--- src/rtl/seq_fsm_pkg.sv ---
// Shared definitions for the serial pattern generator and its matching sequence detector.
package seq_fsm_pkg;

  typedef enum logic [1:0] {
    IDLE  = 2'd0,
    SHIFT = 2'd1,
    GAP   = 2'd2,
    DONE  = 2'd3
  } gen_state_e;

  // Canonical test sequence shared by generator and detector benches.
  localparam logic [3:0] DEFAULT_PAT = 4'b1011;

endpackage

--- src/rtl/serial_pattern_generator.sv ---
// Serializes a latched pattern MSB first, optionally repeated with idle gaps; first bit one cycle after start.
// No backpressure: once accepted the transfer runs to completion unless aborted or reset.
module serial_pattern_generator
  import seq_fsm_pkg::*;
#(
  parameter int PAT_W    = 4,
  parameter int LEN_W    = 3,
  parameter int REP_W    = 4,
  parameter int GAP_CYC  = 0,
  parameter bit IDLE_BIT = 1'b0
) (
  input  logic             clk,
  input  logic             reset,
  input  logic             start,
  input  logic [PAT_W-1:0] pattern,
  input  logic [LEN_W-1:0] len,
  input  logic [REP_W-1:0] repeat_n,
  input  logic             abort,
  output logic             x,
  output logic             valid,
  output logic             busy,
  output logic             done
);

  localparam int               GAP_W    = (GAP_CYC > 1) ? $clog2(GAP_CYC) : 1;
  localparam logic [GAP_W-1:0] GAP_LOAD = (GAP_CYC > 0) ? GAP_W'(GAP_CYC - 1) : '0;
  localparam logic [LEN_W-1:0] FULL_LEN = LEN_W'(PAT_W);

  gen_state_e       r_state, w_state_nxt;
  logic [PAT_W-1:0] r_shreg, w_shreg_nxt;
  logic [PAT_W-1:0] r_pat, w_pat_nxt;
  logic [LEN_W-1:0] r_len, w_len_nxt;
  logic [LEN_W-1:0] r_bit_cnt, w_bit_cnt_nxt;
  logic [REP_W-1:0] r_rep_cnt, w_rep_cnt_nxt;
  logic [GAP_W-1:0] r_gap_cnt, w_gap_cnt_nxt;
  logic [LEN_W-1:0] w_len_eff;
  logic [PAT_W-1:0] w_pat_aligned;

  // Out-of-range lengths (0 or above PAT_W) mean a full-width frame.
  assign w_len_eff     = (len == '0 || len > FULL_LEN) ? FULL_LEN : len;
  assign w_pat_aligned = pattern << (FULL_LEN - w_len_eff);

  always_ff @(posedge clk) begin
    if (reset) begin
      r_state   <= IDLE;
      r_shreg   <= '0;
      r_pat     <= '0;
      r_len     <= '0;
      r_bit_cnt <= '0;
      r_rep_cnt <= '0;
      r_gap_cnt <= '0;
    end else begin
      r_state   <= w_state_nxt;
      r_shreg   <= w_shreg_nxt;
      r_pat     <= w_pat_nxt;
      r_len     <= w_len_nxt;
      r_bit_cnt <= w_bit_cnt_nxt;
      r_rep_cnt <= w_rep_cnt_nxt;
      r_gap_cnt <= w_gap_cnt_nxt;
    end
  end

  always_comb begin
    w_state_nxt   = r_state;
    w_shreg_nxt   = r_shreg;
    w_pat_nxt     = r_pat;
    w_len_nxt     = r_len;
    w_bit_cnt_nxt = r_bit_cnt;
    w_rep_cnt_nxt = r_rep_cnt;
    w_gap_cnt_nxt = r_gap_cnt;

    unique case (r_state)
      IDLE: begin
        if (start && !abort) begin
          w_pat_nxt     = w_pat_aligned;
          w_len_nxt     = w_len_eff;
          w_shreg_nxt   = w_pat_aligned;
          w_bit_cnt_nxt = w_len_eff - LEN_W'(1);
          w_rep_cnt_nxt = repeat_n;
          w_state_nxt   = SHIFT;
        end
      end
      SHIFT: begin
        if (abort) begin
          w_state_nxt = IDLE;
        end else if (r_bit_cnt != '0) begin
          w_shreg_nxt   = r_shreg << 1;
          w_bit_cnt_nxt = r_bit_cnt - LEN_W'(1);
        end else if (r_rep_cnt == '0) begin
          w_state_nxt = DONE;
        end else begin
          // Next frame reloads here so a zero gap gives contiguous frames.
          w_rep_cnt_nxt = r_rep_cnt - REP_W'(1);
          w_shreg_nxt   = r_pat;
          w_bit_cnt_nxt = r_len - LEN_W'(1);
          if (GAP_CYC > 0) begin
            w_gap_cnt_nxt = GAP_LOAD;
            w_state_nxt   = GAP;
          end
        end
      end
      GAP: begin
        if (abort) begin
          w_state_nxt = IDLE;
        end else if (r_gap_cnt == '0) begin
          w_state_nxt = SHIFT;
        end else begin
          w_gap_cnt_nxt = r_gap_cnt - GAP_W'(1);
        end
      end
      DONE: begin
        w_state_nxt = IDLE;
      end
      default: begin
        w_state_nxt = IDLE;
      end
    endcase
  end

  assign x     = (r_state == SHIFT) ? r_shreg[PAT_W-1] : IDLE_BIT;
  assign valid = (r_state == SHIFT);
  assign busy  = (r_state != IDLE);
  assign done  = (r_state == DONE);

endmodule

--- config.mk ---
export PLATFORM = sky130hd
export DESIGN_NAME = serial_pattern_generator
export DESIGN_NICKNAME = d
export VERILOG_FILES = /design/src/rtl/seq_fsm_pkg.sv /design/src/rtl/serial_pattern_generator.sv
export SDC_FILE = /design/constraint.sdc
export NUM_CORES = 1
export LEC_CHECK = 0
export CORE_MARGIN = 2
export CORE_UTILIZATION = 57
export CTS_CLUSTER_SIZE = 28
export DETAILED_ROUTE_END_ITERATION = 12
export GPL_TIMING_DRIVEN = 0
export PLACE_DENSITY = 0.88
export RECOVER_POWER = 100
export SYNTH_ARGS = -nofsm -noshare
export SYNTH_HDL_FRONTEND = slang
export SYNTH_SLANG_ARGS = --single-unit
--- constraint.sdc ---
create_clock -name clk -period 4.1 [get_ports clk]
set_input_delay 0.82 -clock clk [delete_from_list [all_inputs] [get_ports clk]]
set_output_delay 0.82 -clock clk [all_outputs]
set_load 0.05 [all_outputs]
Word level (Yosys, flattened, before mapping)
Cells that the tools add are included.
{"block": "word_totals", "reg_bits": 21, "inputBits": 15, "out_inout_bits": 4, "wordCells": 66}
{"block": "op_classes", "addsub": 6, "magnitude_cmp": 1, "n_eq_ne": 11, "shift": 1, "mux": 25, "bitwise_logic": 1, "n_reduce_logical": 14}
{"cell": "$mux W4", "count": 8}
{"cell": "$pmux W4 S2", "count": 2}
{"cell": "$mux W3", "count": 5}
{"cell": "$mux W2", "count": 6}
{"cell": "$ne A3 B3 Y1 const B", "count": 3}
{"cell": "$sub A3 B1 Y3 const B", "count": 3}
{"cell": "$ne A2 B2 Y1 const B", "count": 4}
{"cell": "$pmux W2 S4", "count": 1}
{"cell": "$reduce_and A4 Y1", "count": 2}
{"cell": "$pmux W3 S2", "count": 1}
{"cell": "$reduce_and A5 Y1", "count": 1}
{"cell": "$eq A2 B2 Y1 const B", "count": 2}
{"cell": "$logic_not A4 Y1", "count": 1}
{"cell": "$reduce_and A2 Y1", "count": 2}
{"cell": "$reduce_bool A2 Y1", "count": 2}
{"cell": "$shl A4 B3 Y4", "count": 1}
{"cell": "$sub A4 B1 Y4 const B", "count": 1}
{"cell": "$gt A3 B3 Y1 const B", "count": 1}
{"cell": "$logic_not A3 Y1", "count": 1}
{"cell": "$ne A3 B2 Y1 const B", "count": 1}
{"cell": "$reduce_bool A3 Y1", "count": 1}
{"cell": "$sub A3 B3 Y3 const A", "count": 1}
{"cell": "$eq A2 B1 Y1 const B", "count": 1}
{"cell": "$logic_not A2 Y1", "count": 1}
{"cell": "6 further kinds", "count": 7}

Depth between registers and ports, before layout
{"block": "depth", "ltp_word": 7, "depth_mapped": 9, "depth_no_buf": 9}

Worst setup path before layout
OpenSTA, ideal clock, no wires.
{"block": "synth_timing", "path_type": "input to register", "startpoint": "input port len[1]", "endpoint": "register r_shreg[0]", "setup_ns": 0.091, "t_arrival_ns": 2.612, "setup_slack_ns": 1.397, "cell_stages": 9, "n_path_buf": 0, "path_cell_list": "or2_2 > ha_1 > nor2b_1 > inv_1 > ha_1 > xor2_1 > nor2b_1 > nand4_1 > a311oi_1"}
{"block": "synth_between", "elab_chain_cells": 7}
{"item": "from (decl)", "line": "serial_pattern_generator.sv:16", "source": "input logic [LEN_W-1:0] len,"}
{"item": "$gt A3 B3 Y1 / $logic_not A3 Y1 (equally long branches)", "line": "serial_pattern_generator.sv:40", "source": "assign w_len_eff = (len == '0 || len > FULL_LEN) ? FULL_LEN : len;"}
{"item": "$logic_or A1 B1 Y1", "line": "serial_pattern_generator.sv:40"}
{"item": "$mux W3 (*)", "line": "serial_pattern_generator.sv:40"}
{"item": "$sub A3 B3 Y3 (*)", "line": "serial_pattern_generator.sv:41", "source": "assign w_pat_aligned = pattern << (FULL_LEN - w_len_eff);"}
{"item": "$shl A4 B3 Y4 (*)", "line": "serial_pattern_generator.sv:41"}
{"item": "$mux W4 (*)", "line": "serial_pattern_generator.sv:74", "source": "if (start && !abort) begin"}
{"item": "$pmux W4 S2 (*)", "line": "serial_pattern_generator.sv:72", "source": "unique case (r_state)"}
{"item": "to (signal assigned)", "line": "serial_pattern_generator.sv:54", "source": "r_shreg <= w_shreg_nxt;"}
{"item": "to (decl)", "line": "serial_pattern_generator.sv:30", "source": "logic [PAT_W-1:0] r_shreg, w_shreg_nxt;"}
Mark *: on every way between the ends. The rest lies on a longest branch, timed or not. The select of a mux whose other input is x is not followed.
A chain may end at the register's enable or synchronous reset.

Worst setup path in the final report
{"block": "layout_timing", "startpoint": "input port len[0]", "endpoint": "register r_shreg[0]"}
The elaborated chain is that of the path after synthesis.

==> implementation parameters <==
Parameter                              Value

Finish
  Area growth, synth to finish    17.6%
  Final Non-Filler Cells    201
  Share of cells above drive strength 1    11.0%
  Diodes inserted    0
  NumNets Final    194
  Fin util    69.2%
  Most frequent cells in the layout    a21oi_1, dfxtp_1, nand2_1, clkdlybuf4s50_1, nor2_1

Placement
  I/O Buffers    18
  Detailed-placement wirelength estimate    2270 µm
  Final weighted congestion in routability-driven placement    0.835
  Worst setup timing slack at the placement stage    0.716 ns
  Placed cell count    198

Synthesis
  Async set-or-reset flop fraction in the synthesized netlist    0%
  Mapped Nets    171
  Distinct cell type count after synthesis    48
  Post-synth EDFFs    0
  Synth area leader    dfxtp_1
  Cells taking the most area after synthesis    dfxtp_1, a21oi_1, ha_1
  Number of warnings reported in the yosys synthesis log    0
  Seq/Total Area, Yosys    31.7%
  Mapped Cells    152
  Post-synth top flop    dfxtp_1
  Synthesized cell area    1260 µm²
  Total of flip-flops plus latches after synthesis    20
  Area share of the largest cell type after synthesis    31.7%
  Mapped Avg Cell Area    8.31 µm²

Power and ir drop
  VDD IR-drop max    0.201 mV
  Leakage    0.533 nW
  Total power density per cell area    302 nW/µm²
  Portion of total power attributed to the clock network    21.2%
  Internal    0.000300 W
  Fraction of power spent switching nets    33.2%
  Sequential power share    49.0%
  Combinational share of power    29.8%
  Total net switching power    0.000149 W

STA
  Fmax    0.315 GHz
  Setup violation total in the final timing report    0
  Final hold viol count    0
  Worst Slack Setup Final    0.921 ns
  Number of pins with negative max-slew slack in the final report    0
  Final worst hold slack    0.465 ns
  Setup Total Neg Slack    0 ns
  Worst-case headroom to the max-slew limit    4.32%
  Shortest clock period the worst path allows after layout    3.18 ns
  Share of the cycle needed by the critical path after routing    77.5%
  Layout Skew    0.00169 ns
  Setup repair after global routing missed its margin    no
  Slew of the pin with the lowest slew margin    1.42 ns

Floorplan
  Initial core utilization    58.8%
  # IOs    19
  Floorplan row count    17
  Core area    2150 µm²
  X dimension of the die    51.1 µm
  Floorplan die area    2610 µm²
  Height of the die    51.1 µm

Worst setup path
  Depth of the most critical reg-to-reg path    4
  Maximum net fanout on the critical path    5
  Setup slack of the most critical reg-to-reg path    2.03 ns
  Arrival time reported for the critical path endpoint    3.40 ns
  Required @ worst endpoint    4.32 ns
  Startpoint class of the critical path    primary input
  Type of destination of the critical path    flop
  R2R Path End    r_pat[3]$_SDFFE_PP0P_
  Critical R2R Launch    r_state[1]$_SDFFE_PP0P_
  Critical Setup Path Class    in -> reg
  Largest incremental delay on the critical path    0.56 ns
  Critical Path Slowest Stage Cell    dlygate4sd3_1
  Critical path cell sequence    dlygate4sd3_1 -> or2_2 -> ha_1 -> nor2b_1 -> inv_1 -> ha_1 -> xor2_1 -> nor2b_1 -> nand4_1 -> a311oi_1

Drt
  Final wirelength    3020 µm
  Post-DRT Antenna Nets    0
  Total iterations of the first detailed-routing run    4
  Routed wire per std cell    15.0 µm
  Number of remaining DRC errors    0
  Routed via count divided by cell count    6.07
  Initial DRC count    47
  Vias    1221

Global route
  GR Overflow Total    0
  Global-route wire length before repair    5350 µm
  Pin count of the biggest net entering global routing    11
  Total routing usage reported by global routing    27.5%
  Antenna violations before repair    0
  Via count of the first global-routing pass    1218

Hold path
  Beginning of the worst hold path    r_pat[0]$_SDFFE_PP0P_
  Worst Hold Path Cells    2
  Hold Path Class    reg -> reg
  End of the worst hold path    r_pat[0]$_SDFFE_PP0P_

Clock network
  Setup fix buffers added after clock tree synthesis    0
  Post-CTS Hold Buffers    0
  CTS Buf Count    3
  CTS H-Tree Depth    1
  Clock tree from TritonCTS    yes
  Clock Sinks    20
  Maximum clock insertion buffer count    2
  Cts repair resizes    0
  Root buffer cell    clkbuf_4
  Latest clock arrival within the worst-skew pair    0.31 ns
  Clk slew on worst S/H paths    0.11 ns

Flow run
  Max-Cap Viols    0

Status
  Status    completed
-- power groups by stage --
| stage | sequential [W] | combinational [W] | clock [W] |
|---|---|---|---|
| 2_1_floorplan | 0.000220 | 0.0000968 | 0 |
| 3_3_place_gp | 0.000223 | 0.000131 | 0 |
| 3_5_place_dp | 0.000224 | 0.000135 | 0 |
| 4_1_cts | 0.000219 | 0.000136 | 0.0000968 |
| 5_1_grt | 0.000221 | 0.000150 | 0.000103 |
| 6_report | 0.000220 | 0.000134 | 0.0000953 |
-- flip-flops by register name (all words and copies together), names as in the netlist --
name	cells
r_state	2
r_len	3
r_shreg	4
r_rep_cnt	4
r_bit_cnt	3
r_pat	4
-- worst max-delay path by stage --
stage / from / end / slack [ns] / cells after the start
5_1_grt: len[0] / r_shreg[0]$_SDFFE_PP0P_ / 0.65 / 10
3_5_place_dp: len[0] / r_shreg[1]$_SDFFE_PP0P_ / 0.72 / 10
2_1_floorplan: len[1] / r_shreg[0]$_SDFFE_PP0P_ / 1.40 / 9
3_3_place_gp: len[0] / r_shreg[0]$_SDFFE_PP0P_ / 0.81 / 10
6_report: len[0] / r_shreg[0]$_SDFFE_PP0P_ / 0.92 / 10
4_1_cts: len[0] / r_shreg[0]$_SDFFE_PP0P_ / 1.04 / 10
-- critical path: cells and delay by family --
| family | cells | cell delay [ns] |
|---|---|---|
| AO/OA/AOI/OAI | 1 | 0.27 |
| XOR/XNOR | 1 | 0.32 |
| adder cells (fa/ha/maj) | 2 | 0.45 |
| buffers and inverters | 2 | 0.64 |
| AND/OR/NAND/NOR | 4 | 0.90 |
-- cell families (layout without fill, tap and decap cells) --
family | Yosys count | in the layout | synth area share (%)
AND/OR/NAND/NOR | 62 | 62 | 30.7
AO/OA/AOI/OAI | 43 | 43 | 22.4
flip-flops | 20 | 20 | 31.7
buffers and inverters | 16 | 37 | 5.84
multiplexers | 5 | 5 | 4.06
adder cells (fa/ha/maj) | 4 | 4 | 3.96
XOR/XNOR | 2 | 2 | 1.39
-- cell type report --
type | count | area (µm²)
Clock buffer | 3 | 22.5
Fill cell | 180 | 662
Buffer | 8 | 43.8
Inverter | 8 | 30.0
Timing Repair Buffer | 18 | 180
Sequential cell | 20 | 400
Multi-Input combinational cell | 116 | 774
Tap cell | 28 | 35.0
-- synth_stat cells (all sizes together), types with 5 or more instances --
master / n
nand3: 7
a211oi: 5
nand2b: 5
nor2: 9
a21oi: 20
dfxtp: 20
nand2: 11
nor4: 5
nor3: 5
buf: 6
o21ai: 5
inv: 8
-- layer usage --
| metal | vias to the layer above | GRT usage (%) | wire, µm |
|---|---|---|---|
| met5 | - | 0 | 0 |
| met4 | 0 | 13.1 | 63 |
| met3 | 6 | 3.80 | 175 |
| met2 | 43 | 47.6 | 1470 |
| met1 | 559 | 33.5 | 1300 |
| li1 | 613 | - | - |
-- through the flow --
stage / area (µm²) / total power, W
floorplan: 1260 / 0.000317
global placement: 1480 / 0.000354
detailed placement: 1480 / 0.000359
CTS: 1500 / 0.000452
global route: 1490 / 0.000474
finish: 1490 / 0.000449
(Power assumes the default switching activity.)
